===== src/rtl/fc3_dot_pkg.sv =====
// Width rules shared by the fc3 dot-product datapath.
// product_w : full-precision width of one activation x weight product
// sum_w     : width of the per-beat sum across all lanes
// acc_w     : width of the accumulated dot product over IN_DEPTH beats
// out_frac  : fractional bits of the accumulated result
package fc3_dot_pkg;

  function automatic int unsigned product_w(input int unsigned din0, input int unsigned w0);
    return din0 + w0;
  endfunction

  function automatic int unsigned sum_w(input int unsigned din0, input int unsigned w0,
                                        input int unsigned par);
    return product_w(din0, w0) + int'($clog2(par));
  endfunction

  function automatic int unsigned acc_w(input int unsigned din0, input int unsigned w0,
                                        input int unsigned par, input int unsigned depth);
    return sum_w(din0, w0, par) + int'($clog2(depth));
  endfunction

  function automatic int unsigned out_frac(input int unsigned din1, input int unsigned w1);
    return din1 + w1;
  endfunction

endpackage


===== src/rtl/fc3_dot_product_lanes.sv =====
// Combinational lane multiply-and-sum for one beat.
// Ports:
//   data_i   : PARALLELISM signed activation lanes, lane i at [i*DIN0 +: DIN0]
//   weight_i : PARALLELISM signed weight lanes, lane i at [i*W0 +: W0]
//   sum_o    : signed full-precision sum of all lane products
module fc3_dot_product_lanes
  import fc3_dot_pkg::*;
#(
  parameter int unsigned DATA_IN_PRECISION_0 = 16,
  parameter int unsigned WEIGHT_PRECISION_0  = 16,
  parameter int unsigned PARALLELISM         = 1
) (
  input  logic        [PARALLELISM*DATA_IN_PRECISION_0-1:0]                          data_i,
  input  logic        [PARALLELISM*WEIGHT_PRECISION_0-1:0]                           weight_i,
  output logic signed [sum_w(DATA_IN_PRECISION_0, WEIGHT_PRECISION_0, PARALLELISM)-1:0] sum_o
);

  localparam int unsigned ProdW = product_w(DATA_IN_PRECISION_0, WEIGHT_PRECISION_0);
  localparam int unsigned SumW  = sum_w(DATA_IN_PRECISION_0, WEIGHT_PRECISION_0, PARALLELISM);

  logic signed [ProdW-1:0] prod [PARALLELISM];

  always_comb begin
    sum_o = '0;
    for (int i = 0; i < PARALLELISM; i++) begin
      // Operands are sign-extended to the product width so the multiply is exact.
      prod[i] = ProdW'($signed(data_i[i*DATA_IN_PRECISION_0 +: DATA_IN_PRECISION_0])) *
                ProdW'($signed(weight_i[i*WEIGHT_PRECISION_0 +: WEIGHT_PRECISION_0]));
      sum_o   = sum_o + SumW'(prod[i]);
    end
  end

endmodule


===== src/rtl/fc3_dot_accumulate.sv =====
// Joins the activation and weight streams beat-by-beat, sums the lane products of each beat
// (stage S1), accumulates IN_DEPTH beats and presents the dot product on a valid/ready output.
// Ports:
//   clk, rst              : clock, synchronous active-high reset
//   data_in_i / _valid_i  : activation lanes and valid; data_in_ready_o accepts them
//   weight_i / _valid_i   : weight lanes and valid; weight_ready_o accepts them
//   data_out_o / _valid_o : signed dot product and valid; data_out_ready_i consumes it
module fc3_dot_accumulate
  import fc3_dot_pkg::*;
#(
  parameter int unsigned DATA_IN_PRECISION_0  = 16,
  parameter int unsigned DATA_IN_PRECISION_1  = 3,
  parameter int unsigned WEIGHT_PRECISION_0   = 16,
  parameter int unsigned WEIGHT_PRECISION_1   = 3,
  parameter int unsigned PARALLELISM          = 1,
  parameter int unsigned IN_DEPTH             = 32,
  parameter int unsigned DATA_OUT_PRECISION_0 =
      acc_w(DATA_IN_PRECISION_0, WEIGHT_PRECISION_0, PARALLELISM, IN_DEPTH)
) (
  input  logic                                           clk,
  input  logic                                           rst,
  input  logic [PARALLELISM*DATA_IN_PRECISION_0-1:0]     data_in_i,
  input  logic                                           data_in_valid_i,
  output logic                                           data_in_ready_o,
  input  logic [PARALLELISM*WEIGHT_PRECISION_0-1:0]      weight_i,
  input  logic                                           weight_valid_i,
  output logic                                           weight_ready_o,
  output logic [DATA_OUT_PRECISION_0-1:0]                data_out_o,
  output logic                                           data_out_valid_o,
  input  logic                                           data_out_ready_i
);

  localparam int unsigned SumW    = sum_w(DATA_IN_PRECISION_0, WEIGHT_PRECISION_0, PARALLELISM);
  localparam int unsigned AccW    = DATA_OUT_PRECISION_0;
  localparam int unsigned CntW    = (IN_DEPTH > 1) ? $clog2(IN_DEPTH) : 1;
  localparam logic [CntW-1:0] CntLast = CntW'(IN_DEPTH - 1);

  if (PARALLELISM < 1 || IN_DEPTH < 1) begin : g_bad_shape
    $error("PARALLELISM and IN_DEPTH must both be at least 1");
  end
  if (AccW < acc_w(DATA_IN_PRECISION_0, WEIGHT_PRECISION_0, PARALLELISM, IN_DEPTH) ||
      out_frac(DATA_IN_PRECISION_1, WEIGHT_PRECISION_1) >= AccW) begin : g_bad_width
    $error("DATA_OUT_PRECISION_0 too narrow for a full-precision dot product");
  end

  logic signed [SumW-1:0] lane_sum;
  logic signed [SumW-1:0] sum_q, sum_d;
  logic                   sum_valid_q, sum_valid_d;
  logic                   sum_first_q, sum_first_d;
  logic                   sum_last_q, sum_last_d;
  logic [CntW-1:0]        cnt_q, cnt_d;
  logic signed [AccW-1:0] acc_q, acc_d, acc_next;
  logic [AccW-1:0]        data_out_q, data_out_d;
  logic                   data_out_valid_q, data_out_valid_d;
  logic                   out_free, stall, advance, fire;

  fc3_dot_product_lanes #(
    .DATA_IN_PRECISION_0 (DATA_IN_PRECISION_0),
    .WEIGHT_PRECISION_0  (WEIGHT_PRECISION_0),
    .PARALLELISM         (PARALLELISM)
  ) u_lanes (
    .data_i   (data_in_i),
    .weight_i (weight_i),
    .sum_o    (lane_sum)
  );

  always_comb begin
    out_free = !data_out_valid_q || data_out_ready_i;
    // Only a finished vector can be blocked; everything upstream freezes with it.
    stall    = sum_valid_q && sum_last_q && !out_free;
    advance  = !stall;
    fire     = data_in_valid_i && weight_valid_i && advance;
    acc_next = sum_first_q ? AccW'(sum_q) : acc_q + AccW'(sum_q);

    sum_d            = sum_q;
    sum_valid_d      = sum_valid_q;
    sum_first_d      = sum_first_q;
    sum_last_d       = sum_last_q;
    cnt_d            = cnt_q;
    acc_d            = acc_q;
    data_out_d       = data_out_q;
    data_out_valid_d = data_out_valid_q;

    if (advance) begin
      sum_valid_d = fire;
      if (fire) begin
        sum_d       = lane_sum;
        sum_first_d = (cnt_q == '0);
        sum_last_d  = (cnt_q == CntLast);
      end
    end

    if (fire) begin
      cnt_d = (cnt_q == CntLast) ? '0 : cnt_q + CntW'(1);
    end

    if (data_out_ready_i) begin
      data_out_valid_d = 1'b0;
    end

    if (sum_valid_q && advance) begin
      acc_d = acc_next;
      if (sum_last_q) begin
        data_out_d       = acc_next;
        data_out_valid_d = 1'b1;
      end
    end
  end

  always_ff @(posedge clk) begin
    if (rst) begin
      sum_q            <= '0;
      sum_valid_q      <= 1'b0;
      sum_first_q      <= 1'b0;
      sum_last_q       <= 1'b0;
      cnt_q            <= '0;
      acc_q            <= '0;
      data_out_q       <= '0;
      data_out_valid_q <= 1'b0;
    end else begin
      sum_q            <= sum_d;
      sum_valid_q      <= sum_valid_d;
      sum_first_q      <= sum_first_d;
      sum_last_q       <= sum_last_d;
      cnt_q            <= cnt_d;
      acc_q            <= acc_d;
      data_out_q       <= data_out_d;
      data_out_valid_q <= data_out_valid_d;
    end
  end

  assign data_in_ready_o  = weight_valid_i && advance;
  assign weight_ready_o   = data_in_valid_i && advance;
  assign data_out_o       = data_out_q;
  assign data_out_valid_o = data_out_valid_q;

endmodule

===== config.mk =====
export PLATFORM = sky130hd
export DESIGN_NAME = fc3_dot_accumulate
export DESIGN_NICKNAME = d
export VERILOG_FILES = /design/src/rtl/fc3_dot_pkg.sv /design/src/rtl/fc3_dot_product_lanes.sv /design/src/rtl/fc3_dot_accumulate.sv
export SDC_FILE = /design/constraint.sdc
export NUM_CORES = 1
export LEC_CHECK = 0
export BUFFER_PORTS_ARGS = -buffer_cell sky130_fd_sc_hd__buf_2
export CAP_MARGIN = 20
export CORE_ASPECT_RATIO = 1.1
export CORE_MARGIN = 5
export CORE_UTILIZATION = 30
export DETAILED_ROUTE_END_ITERATION = 12
export GPL_ROUTABILITY_DRIVEN = 1
export PLACE_DENSITY_LB_ADDON = 0.12
export SYNTH_ARGS = -nofsm -noshare
export SYNTH_HDL_FRONTEND = slang
export SYNTH_SLANG_ARGS = --single-unit

===== constraint.sdc =====
create_clock -name clk -period 13.5 [get_ports clk]
set_input_delay 2.7 -clock clk [delete_from_list [all_inputs] [get_ports clk]]
set_output_delay 2.7 -clock clk [all_outputs]
set_load 0.01 [all_outputs]

==> results_tabular.tex, run 1 <==
\begin{tabular}{lr}
\hline
Metric & Value \\
\hline
\multicolumn{2}{l}{\textbf{Outcome}} \\
Status & completed \\
\multicolumn{2}{l}{\textbf{CTS}} \\
Num CTS Buffers & 17 \\
TritonCTS clock tree & built \\
Number of hold buffers added after cts & 0 \\
CTS Sinks & between 100 and 150 \\
Worst-skew pair later-pin latency & around 0.44 ns \\
Number of instances resized during post-cts repair & 0 \\
Number of H-tree branching levels & 4 \\
Clk Tree Root Cell & sky130\_fd\_sc\_hd\_\_clkbuf\_16 \\
CTS clock-pin slew for the worst setup and hold paths & approximately 0.060 ns \\
Max Buffers Root-to-Sink & 2 \\
Post-CTS Setup Bufs & 0 \\
\multicolumn{2}{l}{\textbf{Power and ir drop}} \\
Power density over the cells & between 200 and 300 nW/um2 \\
Power, Total & roughly 5.1 mW \\
Leakage power & around 8.4 nW \\
IR drop worst, VDD & 0.161 mV \\
\multicolumn{2}{l}{\textbf{Cells and area}} \\
Final core area utilization & between 30\% and 40\% \\
Share of layout cells above drive strength 1 & around 7.1\% \\
Diode count & 0 \\
Net count reported at finish & around 2,300 \\
Area of all placed cells without fillers & $\sim$18,000 um2 \\
Area overhead of the layout relative to synthesis & 10.2\% \\
\multicolumn{2}{l}{\textbf{Setup path}} \\
Endpoint arrival time on the critical path & 8.74 ns \\
WS Path Type & primary input to flip-flop \\
CP Capture Type & flip-flop \\
Worst-path fanout max & 16 \\
Data required time of the worst path & approximately 14 ns \\
Element type at the critical path start & primary input \\
\multicolumn{2}{l}{\textbf{Global route}} \\
Global-route wire length before repair & roughly 70 mm \\
Vias in the first global route & $\sim$13,000 \\
GRT Residual Overflow & 0 \\
Maximum number of pins on one net before global-route repair & between 70 and 80 \\
GRT Total Usage & between 10\% and 20\% \\
Number of antenna violations at the first check in global routing & 1 \\
\multicolumn{2}{l}{\textbf{STA}} \\
Worst clock skew & just over 0.01 ns \\
Peak Freq & between 100 and 150 MHz \\
Fin. max-slew vios & 0 \\
Final number of setup-violating endpoints & 0 \\
Normalized max-slew margin & approximately a third \\
Final hold violation count & 0 \\
Clock period minus final worst setup slack & $\sim$8.4 ns \\
Sum Neg Setup Slack & 0 ns \\
Fraction of the cycle the final worst path needs & about 62\% \\
RSZ-0062 raised after global routing & no \\
Tightest Pin Transition & just over 1 ns \\
\multicolumn{2}{l}{\textbf{Synth}} \\
Share of the synthesized area in the top cell type & about 33\% \\
Number of storage elements in the synthesis netlist & about 120 \\
Largest cells by area after synthesis & sky130\_fd\_sc\_hd\_\_fa\_1 33\%, sky130\_fd\_sc\_hd\_\_dfxtp\_1 14\%, sky130\_fd\_sc\_hd\_\_ha\_1 9.5\% \\
Nets in the synthesized netlist & 2,286 \\
Average cell area after synthesis & about 8.6 um2 \\
Most common cell in the netlist & sky130\_fd\_sc\_hd\_\_inv\_1 \\
Warning count from the yosys run & 0 \\
Most used flip-flop cell after synthesis & sky130\_fd\_sc\_hd\_\_dfxtp\_1 \\
Netlist Area Pre-Place & approximately 16,000 um2 \\
Sequential fraction of the synthesis area & between 10\% and 20\% \\
Share of flip-flops with an asynchronous set or reset & 0\% \\
Post-synthesis instance total & approximately 1,900 \\
Synth top cells by count & 294 x sky130\_fd\_sc\_hd\_\_inv\_1, 263 x sky130\_fd\_sc\_hd\_\_fa\_1, 219 x sky130\_fd\_sc\_hd\_\_nand2\_1 \\
Largest area contributor in the netlist & sky130\_fd\_sc\_hd\_\_fa\_1 \\
Number of distinct standard cells referenced by the synthesized netlist & 66 \\
Number of enable flip-flop cells after synthesis & 0 \\
\multicolumn{2}{l}{\textbf{Floorplan}} \\
Die Footprint & 58,000 um2 \\
\# rows & just under 90 \\
Chip width & approximately 230 um \\
Starting Density & 30.4\% \\
Number of top-level pins & 77 \\
Floorplan Core Area & between 50,000 and 60,000 um2 \\
Vertical die dimension & roughly 250 um \\
\multicolumn{2}{l}{\textbf{Route}} \\
Via density & about 4.7 \\
Wire length per cell & between 15 and 20 um \\
First drt pass iteration count & 6 \\
Total wire length after detailed routing & approximately 41 mm \\
Antenna Nets Post-Route & 0 \\
Final routed DRC violation total & 0 \\
Vias after detailed routing & $\sim$12,000 \\
Detailed Route Iter0 Violations & approximately 460 \\
\multicolumn{2}{l}{\textbf{Min path}} \\
Class of the tightest hold or removal check & flip-flop to flip-flop \\
\multicolumn{2}{l}{\textbf{Place}} \\
Placed wire-length estimate & 33.5 mm \\
IO buf count & 76 \\
Placer Congestion & about 0.84 \\
Total cell area at the placement stage & between 15,000 and 20,000 um2 \\
\multicolumn{2}{l}{\textbf{Flow run}} \\
Count of maximum capacitance violations & 0 \\
\hline
\end{tabular}
[flip-flops by register name, summed over array words and instances (netlist names)]
name              flops
acc_q                37
sum_valid_q           1
cnt_q                 5
data_out_valid_o      1
data_out_o           37
sum_q                32
sum_last_q            1
sum_first_q           1
[through the flow]
stage               setup WS (ns)  hold slack, ns  instances
floorplan                    5.29           0.446       1865
global placement             4.71           0.453       2538
detailed placement           4.60           0.461       2538
CTS                          5.07           0.470       2570
global route                 4.81           0.483       2570
finish                       5.11           0.464       2570
[cell usage in the layout, fill, tap and decap left out, types with 7 or more instances in the layout]
cell	Yosys	routed
sky130_fd_sc_hd__and2_1	128	127
sky130_fd_sc_hd__nand3b_1	8	8
sky130_fd_sc_hd__nand2b_1	13	13
sky130_fd_sc_hd__a21o_1	39	39
sky130_fd_sc_hd__nand3_1	18	18
sky130_fd_sc_hd__clkbuf_16	0	17
sky130_fd_sc_hd__a31oi_1	7	7
sky130_fd_sc_hd__dfxtp_1	115	115
sky130_fd_sc_hd__nor2b_1	9	9
sky130_fd_sc_hd__inv_1	294	294
sky130_fd_sc_hd__nor3_1	44	44
sky130_fd_sc_hd__and3_1	13	13
sky130_fd_sc_hd__fa_1	263	263
sky130_fd_sc_hd__ha_1	121	121
sky130_fd_sc_hd__o21a_1	8	8
sky130_fd_sc_hd__buf_2	3	75
sky130_fd_sc_hd__a311oi_1	8	8
sky130_fd_sc_hd__xnor2_1	42	42
sky130_fd_sc_hd__xor2_1	12	12
sky130_fd_sc_hd__nor2_1	159	158
sky130_fd_sc_hd__nand2_1	219	218
sky130_fd_sc_hd__o21ai_0	39	39
sky130_fd_sc_hd__a211oi_1	38	38
sky130_fd_sc_hd__a21oi_1	88	88
[worst paths after layout]
path,from,end,slack (ns),cells past startpoint
worst max-delay path,data_in_i[0],sum_q[28],5.11,22
worst min-delay path,data_out_o[1],data_out_o[1],0.46,2
worst max register to register,sum_q[0],acc_q[22],10.30,13
worst min register to register,data_out_o[1],data_out_o[1],0.46,2
[critical path, cell delays in order]
cell	delay, ns
sky130_fd_sc_hd__buf_2	0.39
sky130_fd_sc_hd__nand2b_1	0.26
sky130_fd_sc_hd__fa_1	0.46
sky130_fd_sc_hd__fa_1	0.49
sky130_fd_sc_hd__inv_1	0.05
sky130_fd_sc_hd__fa_1	0.53
sky130_fd_sc_hd__fa_1	0.44
sky130_fd_sc_hd__fa_1	0.49
sky130_fd_sc_hd__inv_1	0.05
sky130_fd_sc_hd__fa_1	0.47
sky130_fd_sc_hd__inv_1	0.04
sky130_fd_sc_hd__ha_1	0.36
sky130_fd_sc_hd__a21oi_1	0.16
sky130_fd_sc_hd__o21ai_0	0.08
sky130_fd_sc_hd__a21oi_1	0.19
sky130_fd_sc_hd__o22ai_1	0.10
sky130_fd_sc_hd__a31oi_1	0.39
sky130_fd_sc_hd__a31oi_1	0.26
sky130_fd_sc_hd__a21o_1	0.26
sky130_fd_sc_hd__o41ai_2	0.23
sky130_fd_sc_hd__xor2_1	0.10
sky130_fd_sc_hd__a211oi_1	0.23
[final cells by class]
class	count	area, um2
Fill cell	5599	35000
Multi-Input combinational cell	1373	12300
Sequential cell	115	2300
Inverter	294	1100
Tap cell	675	845
Clock buffer	20	467
Timing Repair Buffer	81	420
Clock inverter	12	200
[metal layers]
layer	vias to the layer above	part of all wire [%]	global-route usage [%]	wire length, um
met2	164	44	22.9	18200
met3	45	2.5	1.45	1020
li1	5986	-	-	-
met4	2	1.6	4.05	682
met1	5916	52	21.9	21500
met5	-	0.031	0	13
[cell families after synthesis]
group	synth area share, %
AND/OR/NAND/NOR	18.7
adder cells (fa/ha/maj)	42.4
flip-flops	14.4
XOR/XNOR	2.96
AO/OA/AOI/OAI	12.1
buffers and inverters	8.88
multiplexers	0.517
[power by group]
| group | switching, mW | leakage (nW) | internal, mW |
|---|---|---|---|
| logic | 2.32 | 7.18 | 1.85 |
| registers | 0.0264 | 0.935 | 0.373 |
| clock network | 0.168 | 0.319 | 0.342 |
| total | 2.52 | 8.43 | 2.56 |
(Power assumes the default switching activity.)
==> inputs of run 2 (changes only) <==
==> constraint.sdc (replaced) <==
create_clock -name clk -period 6.7 [get_ports clk]
set_input_delay 1.34 -clock clk [delete_from_list [all_inputs] [get_ports clk]]
set_output_delay 1.34 -clock clk [all_outputs]
set_load 0.01 [all_outputs]
==> results_tabular.tex, run 2 (synthesis results as in run 1) <==
\begin{tabular}{lr}
\hline
Metric & Value \\
\hline
\multicolumn{2}{l}{\textbf{Route}} \\
Wire length per cell & approximately 16 um \\
Met3 wire length & around 960 um \\
Vias after detailed routing & between 10,000 and 15,000 \\
Met1 WL & 21.7 mm \\
Final routed DRC violation total & 0 \\
Top routing layer in use & met4 \\
Antenna Nets Post-Route & 0 \\
Detailed Route Iter0 Violations & approximately 500 \\
Via density & 4.63 \\
Met2 wire length & between 15 and 20 mm \\
Total wire length after detailed routing & 42.8 mm \\
First drt pass iteration count & 4 \\
\multicolumn{2}{l}{\textbf{Min path}} \\
Start point of the worst hold path & data\_out\_o[1] \\
Class of the tightest hold or removal check & flip-flop to flip-flop \\
\multicolumn{2}{l}{\textbf{Place}} \\
IO buf count & 76 \\
Number of placed cells counting well taps & approximately 2,700 \\
Placer Congestion & 0.816 \\
Pre-CTS setup slack & -0.580 ns \\
Placed wire-length estimate & roughly 36 mm \\
\multicolumn{2}{l}{\textbf{Global route}} \\
Maximum number of pins on one net before global-route repair & 67 \\
GRT Residual Overflow & 0 \\
Global-route wire length before repair & a little over 70 mm \\
GRT Total Usage & between 10\% and 20\% \\
Number of antenna violations at the first check in global routing & 0 \\
Vias in the first global route & roughly 13,000 \\
\multicolumn{2}{l}{\textbf{CTS}} \\
CTS clock-pin slew for the worst setup and hold paths & 0.06 ns \\
Max Buffers Root-to-Sink & 2 \\
TritonCTS clock tree & built \\
Clk Tree Root Cell & sky130\_fd\_sc\_hd\_\_clkbuf\_16 \\
Worst-skew pair later-pin latency & approximately 0.42 ns \\
Number of H-tree branching levels & 4 \\
Num CTS Buffers & 17 \\
CTS Sinks & 115 \\
\multicolumn{2}{l}{\textbf{Setup path}} \\
Worst reg2reg startpoint & sum\_q[0] \\
Worst-path fanout max & 4 \\
Endpoint of the most critical setup path & sum\_q[28] \\
Cell seen most often among critical-path stages & sky130\_fd\_sc\_hd\_\_fa\_1 \\
Cells on worst reg2reg path & 13 \\
Data required time of the worst path & roughly 7 ns \\
Max incr delay on CP & roughly 0.54 ns \\
Element type at the critical path start & primary input \\
Reg2Reg Setup Slack & between 3 and 4 ns \\
Critical R2R Capture & data\_out\_o[22] \\
Critical-path top delay cell & sky130\_fd\_sc\_hd\_\_fa\_1 \\
CP Launch Point & weight\_i[4] \\
Endpoint arrival time on the critical path & between 6 and 7 ns \\
CP Capture Type & flip-flop \\
WS Path Type & primary input to flip-flop \\
List of cells traversed by the critical path & buf\_4 > and2\_4 > fa\_1 > inv\_1 > fa\_1 > fa\_2 > fa\_1 > inv\_1 > fa\_1 > fa\_1 > ha\_4 > a21o\_1 > a21o\_1 > a21oi\_2 > o22ai\_1 > a31oi\_1 > buf\_4 > a31oi\_4 > a21o\_1 > o41ai\_2 > xor2\_1 > a211oi\_1 \\
\multicolumn{2}{l}{\textbf{STA}} \\
Fraction of the cycle the final worst path needs & 97.7\% \\
Normalized max-slew margin & between 30\% and 40\% \\
Fin. max-slew vios & 0 \\
Sum Neg Setup Slack & 0 ns \\
RSZ-0062 raised after global routing & yes \\
Worst setup slack after layout & approximately 0.15 ns \\
Clock period minus final worst setup slack & around 6.5 ns \\
Tightest Pin Transition & 0.918 ns \\
Final number of setup-violating endpoints & 0 \\
Peak Freq & $\sim$150 MHz \\
Final hold violation count & 0 \\
Worst clock skew & $\sim$0.0062 ns \\
\multicolumn{2}{l}{\textbf{Cells and area}} \\
Final core area utilization & 36.1\% \\
Net count reported at finish & approximately 2,500 \\
Share of layout cells above drive strength 1 & between 10\% and 20\% \\
Area overhead of the layout relative to synthesis & 18.9\% \\
Most common cell after layout, fill and taps aside & sky130\_fd\_sc\_hd\_\_inv\_1 \\
Fin cells & between 2,000 and 3,000 \\
Commonest non-fill, non-tap cells in the layout & 291 x sky130\_fd\_sc\_hd\_\_inv\_1, 250 x sky130\_fd\_sc\_hd\_\_fa\_1, 216 x sky130\_fd\_sc\_hd\_\_nand2\_1, 157 x sky130\_fd\_sc\_hd\_\_nor2\_1, 157 x sky130\_fd\_sc\_hd\_\_buf\_4 \\
Diode count & 0 \\
\multicolumn{2}{l}{\textbf{Flow run}} \\
Count of maximum capacitance violations & 0 \\
\multicolumn{2}{l}{\textbf{Floorplan}} \\
Die Footprint & between 50,000 and 60,000 um2 \\
Chip width & roughly 230 um \\
Number of top-level pins & between 70 and 80 \\
Starting Density & 30.4\% \\
\# rows & roughly 90 \\
Floorplan Core Area & approximately 53,000 um2 \\
Vertical die dimension & approximately 250 um \\
\multicolumn{2}{l}{\textbf{Outcome}} \\
Status & completed \\
\hline
\end{tabular}
-- run 2: how the worst min path moves through the flow --
stage / endpoint / slack, ns / cells after the start
detailed placement: data_out_o[1] / 0.46 / 2
global route: data_out_o[1] / 0.50 / 2
CTS: data_out_o[1] / 0.47 / 2
floorplan: sum_q[21] / 0.45 / 2
global placement: data_out_o[1] / 0.46 / 2
finish: data_out_o[1] / 0.46 / 2
-- run 2: area by class of cell --
cell class	instances	area [um2]
tap	675	845
inverter	294	1100
sequential	115	2300
timing repair buffer	233	1640
multi-input combinational	1373	12500
clock buffer	20	467
clock inverter	12	154
fill	5545	33600
-- run 2: routing by layer --
layer	up-vias	track usage [%]
met5	-	0
met4	0	2.99
met3	27	1.49
met2	160	25.0
met1	6126	21.3
li1	6283	-
-- run 2: critical path, delay by kind of cell --
family          cells  cell delay [ns]
compound gates      9             1.45
simple gates        1             0.16
fa+ha+maj           7             3.25
xor+xnor            1             0.20
buf+inv             4             0.43
-- run 2: metrics by stage --
stage,area [um2],hold slack (ns)
2_1_floorplan,16000,0.446
3_3_place_gp,18100,0.455
3_5_place_dp,18100,0.458
4_1_cts,18800,0.466
5_1_grt,19000,0.496
6_report,19000,0.462
-- run 2: what timing repair did --
action	4_1_cts	5_1_grt
hold buffers	0	0
buffers inserted	2	2
pin swaps	16	22
gates resized for setup	16	46
endpoints found under the setup margin	3	10
Power of run 2 is not shown: default switching activity piles up to over one toggle a cycle in this logic, so the estimate is an artifact.
==> inputs of run 3 (changes only) <==
--- a/config.mk
+++ b/config.mk
@@ -7,12 +7,13 @@
 export LEC_CHECK = 0
 export BUFFER_PORTS_ARGS = -buffer_cell sky130_fd_sc_hd__buf_2
 export CAP_MARGIN = 20
-export CORE_ASPECT_RATIO = 1.1
+export CORE_ASPECT_RATIO = 0.9
 export CORE_MARGIN = 5
 export CORE_UTILIZATION = 30
 export DETAILED_ROUTE_END_ITERATION = 12
 export GPL_ROUTABILITY_DRIVEN = 1
-export PLACE_DENSITY_LB_ADDON = 0.12
+export PLACE_DENSITY_LB_ADDON = 0.25
+export RECOVER_POWER = 100
 export SYNTH_ARGS = -nofsm -noshare
 export SYNTH_HDL_FRONTEND = slang
 export SYNTH_SLANG_ARGS = --single-unit
==> results_tabular.tex, run 3 (synthesis results as in run 1) <==
\begin{tabular}{lr}
\hline
Metric & Value \\
\hline
\multicolumn{2}{l}{\textbf{Setup path}} \\
CP Capture Type & flip-flop \\
Critical path buffers and inverters & 6 \\
Cell seen most often among critical-path stages & sky130\_fd\_sc\_hd\_\_fa\_1 \\
Cells on worst reg2reg path & 13 \\
Element type at the critical path start & primary input \\
WP depth & 24 \\
CP Launch Point & data\_in\_i[4] \\
Reg2Reg Setup Slack & around 3.0 ns \\
Max incr delay on CP & 0.59 ns \\
Worst-path fanout max & 4 \\
WS Path Type & primary input to flip-flop \\
Data required time of the worst path & $\sim$7 ns \\
Worst reg2reg startpoint & sum\_q[0] \\
Critical R2R Capture & acc\_q[22] \\
Endpoint of the most critical setup path & sum\_q[28] \\
Critical-path top delay cell & sky130\_fd\_sc\_hd\_\_fa\_1 \\
Endpoint arrival time on the critical path & approximately 6.9 ns \\
Cell class contributing the biggest share of worst-path delay & adder cells \\
List of cells traversed by the critical path & buf\_2 > and2\_1 > fa\_1 > inv\_1 > fa\_1 > inv\_2 > fa\_1 > fa\_2 > fa\_1 > inv\_2 > fa\_1 > inv\_2 > ha\_4 > a21oi\_2 > o21ai\_1 > a21oi\_1 > o22ai\_1 > a31oi\_1 > buf\_4 > a31oi\_4 > a21o\_1 > o41ai\_2 > xor2\_1 > a211oi\_1 \\
\multicolumn{2}{l}{\textbf{Cells and area}} \\
Share of layout cells above drive strength 1 & 13.0\% \\
Diode count & 0 \\
Area overhead of the layout relative to synthesis & 18.2\% \\
Most common cell after layout, fill and taps aside & sky130\_fd\_sc\_hd\_\_inv\_1 \\
Net count reported at finish & about 2,400 \\
Fin cells & about 2,700 \\
Commonest non-fill, non-tap cells in the layout & 287 x sky130\_fd\_sc\_hd\_\_inv\_1, 257 x sky130\_fd\_sc\_hd\_\_fa\_1, 218 x sky130\_fd\_sc\_hd\_\_nand2\_1, 157 x sky130\_fd\_sc\_hd\_\_nor2\_1, 143 x sky130\_fd\_sc\_hd\_\_buf\_4 \\
\multicolumn{2}{l}{\textbf{Global route}} \\
Vias in the first global route & 13,799 \\
Maximum number of pins on one net before global-route repair & 72 \\
GRT Residual Overflow & 0 \\
GRT Total Usage & around 14\% \\
Global-route wire length before repair & 69.9 mm \\
Number of antenna violations at the first check in global routing & 0 \\
\multicolumn{2}{l}{\textbf{Route}} \\
Total wire length after detailed routing & roughly 40 mm \\
Final routed DRC violation total & 0 \\
Antenna Nets Post-Route & 0 \\
Wire length per cell & 14.7 um \\
First drt pass iteration count & 5 \\
Detailed Route Iter0 Violations & just under 600 \\
Via density & 4.68 \\
Vias after detailed routing & approximately 13,000 \\
\multicolumn{2}{l}{\textbf{Floorplan}} \\
Number of top-level pins & 77 \\
Die Footprint & around 58,000 um2 \\
Starting Density & between 30\% and 40\% \\
Vertical die dimension & around 230 um \\
\# rows & 80 \\
Chip width & between 200 and 300 um \\
Floorplan Core Area & $\sim$53,000 um2 \\
\multicolumn{2}{l}{\textbf{STA}} \\
Peak Freq & roughly 150 MHz \\
Minimum hold slack & approximately 0.48 ns \\
Fin. max-slew vios & just under 90 \\
Fraction of the cycle the final worst path needs & between 90\% and 100\% \\
Final number of setup-violating endpoints & 0 \\
Worst clock skew & 0.00686 ns \\
Final hold violation count & 0 \\
Clock period minus final worst setup slack & about 6.6 ns \\
Normalized max-slew margin & -35.4\% \\
Tightest Pin Transition & 2.03 ns \\
RSZ-0062 raised after global routing & yes \\
\multicolumn{2}{l}{\textbf{CTS}} \\
Number of H-tree branching levels & 4 \\
CTS clock-pin slew for the worst setup and hold paths & 0.06 ns \\
CTS Sinks & between 100 and 150 \\
Num CTS Buffers & 17 \\
TritonCTS clock tree & built \\
Worst-skew pair later-pin latency & just over 0.4 ns \\
Clk Tree Root Cell & sky130\_fd\_sc\_hd\_\_clkbuf\_16 \\
Max Buffers Root-to-Sink & 2 \\
Number of hold buffers added after cts & 0 \\
\multicolumn{2}{l}{\textbf{Place}} \\
Placer Congestion & 0.825 \\
Number of placed cells counting well taps & 2,700 \\
Placed wire-length estimate & 33.4 mm \\
IO buf count & 76 \\
\multicolumn{2}{l}{\textbf{Flow run}} \\
Count of maximum capacitance violations & 2 \\
\multicolumn{2}{l}{\textbf{Outcome}} \\
Status & finished with violations \\
Failing checks & max-capacitance violations, max-slew violations \\
\multicolumn{2}{l}{\textbf{Min path}} \\
Start point of the worst hold path & data\_out\_o[1] \\
Class of the tightest hold or removal check & flip-flop to flip-flop \\
\hline
\end{tabular}
run 3: changes by cell type in the layout (fill, tap and decap cells not counted), moves of 4 or more:
cell,before,now
sky130_fd_sc_hd__buf_4,157,143
sky130_fd_sc_hd__and2_1,123,119
sky130_fd_sc_hd__clkbuf_1,0,46
sky130_fd_sc_hd__inv_1,291,287
sky130_fd_sc_hd__clkinvlp_4,6,2
sky130_fd_sc_hd__ha_4,8,2
sky130_fd_sc_hd__o21ai_0,36,41
sky130_fd_sc_hd__buf_6,3,10
sky130_fd_sc_hd__buf_2,65,18
sky130_fd_sc_hd__fa_1,250,257
sky130_fd_sc_hd__fa_2,13,6
sky130_fd_sc_hd__ha_1,113,119
run 3: area by class of cell:
cell class,count,area (um2)
clock buffer,21,470
clock inverter,11,198
timing repair buffer,226,1540
inverter,294,1110
multi-input combinational,1373,12400
tap,697,872
fill,5547,34000
sequential,115,2300
run 3: routing by layer:
layer  GRT usage, %  part of all wire [%]  vias up
met5              0                     0        -
met1           19.5                    46     6370
met3           1.97                   2.9       21
met2           25.3                    50      146
li1               -                     -     6266
met4           1.87                  0.70        0
run 3: worst min-delay path by stage:
stage                     endpoint  slack (ns)  cells past startpoint
floorplan                sum_q[21]        0.45                      2
global placement    data_out_o[24]        0.46                      2
detailed placement  data_out_o[24]        0.47                      2
CTS                 data_out_o[24]        0.48                      2
global route         data_out_o[1]        0.49                      2
finish               data_out_o[1]        0.48                      2
run 3: through the flow:
stage / util, % / instance area (um2) / setup slack (ns) / TNS (ns)
after global placement: 34.1 / 18000 / -0.401 / -3.44
after floorplan: - / 16000 / -0.0276 / -0.0276
after global routing: 35.7 / 18900 / -0.163 / -0.559
after detailed placement: 34.1 / 18000 / -0.434 / -3.61
final: 35.7 / 18900 / 0.0736 / 0
after CTS: 35.4 / 18700 / 0.0105 / 0
run 3: tightest hold or removal path: stages, from the launching register on:
cell and delay, ns:
sky130_fd_sc_hd__dfxtp_1 0.32, sky130_fd_sc_hd__nand2_1 0.06, sky130_fd_sc_hd__a21oi_1 0.06
run 3: repair_timing:
item	in CTS	in global routing
pin swaps	2	42
buffers inserted	0	5
resized for setup	0	78
endpoints found under the setup margin	1	9
Power of run 3 is left out for the same reason.
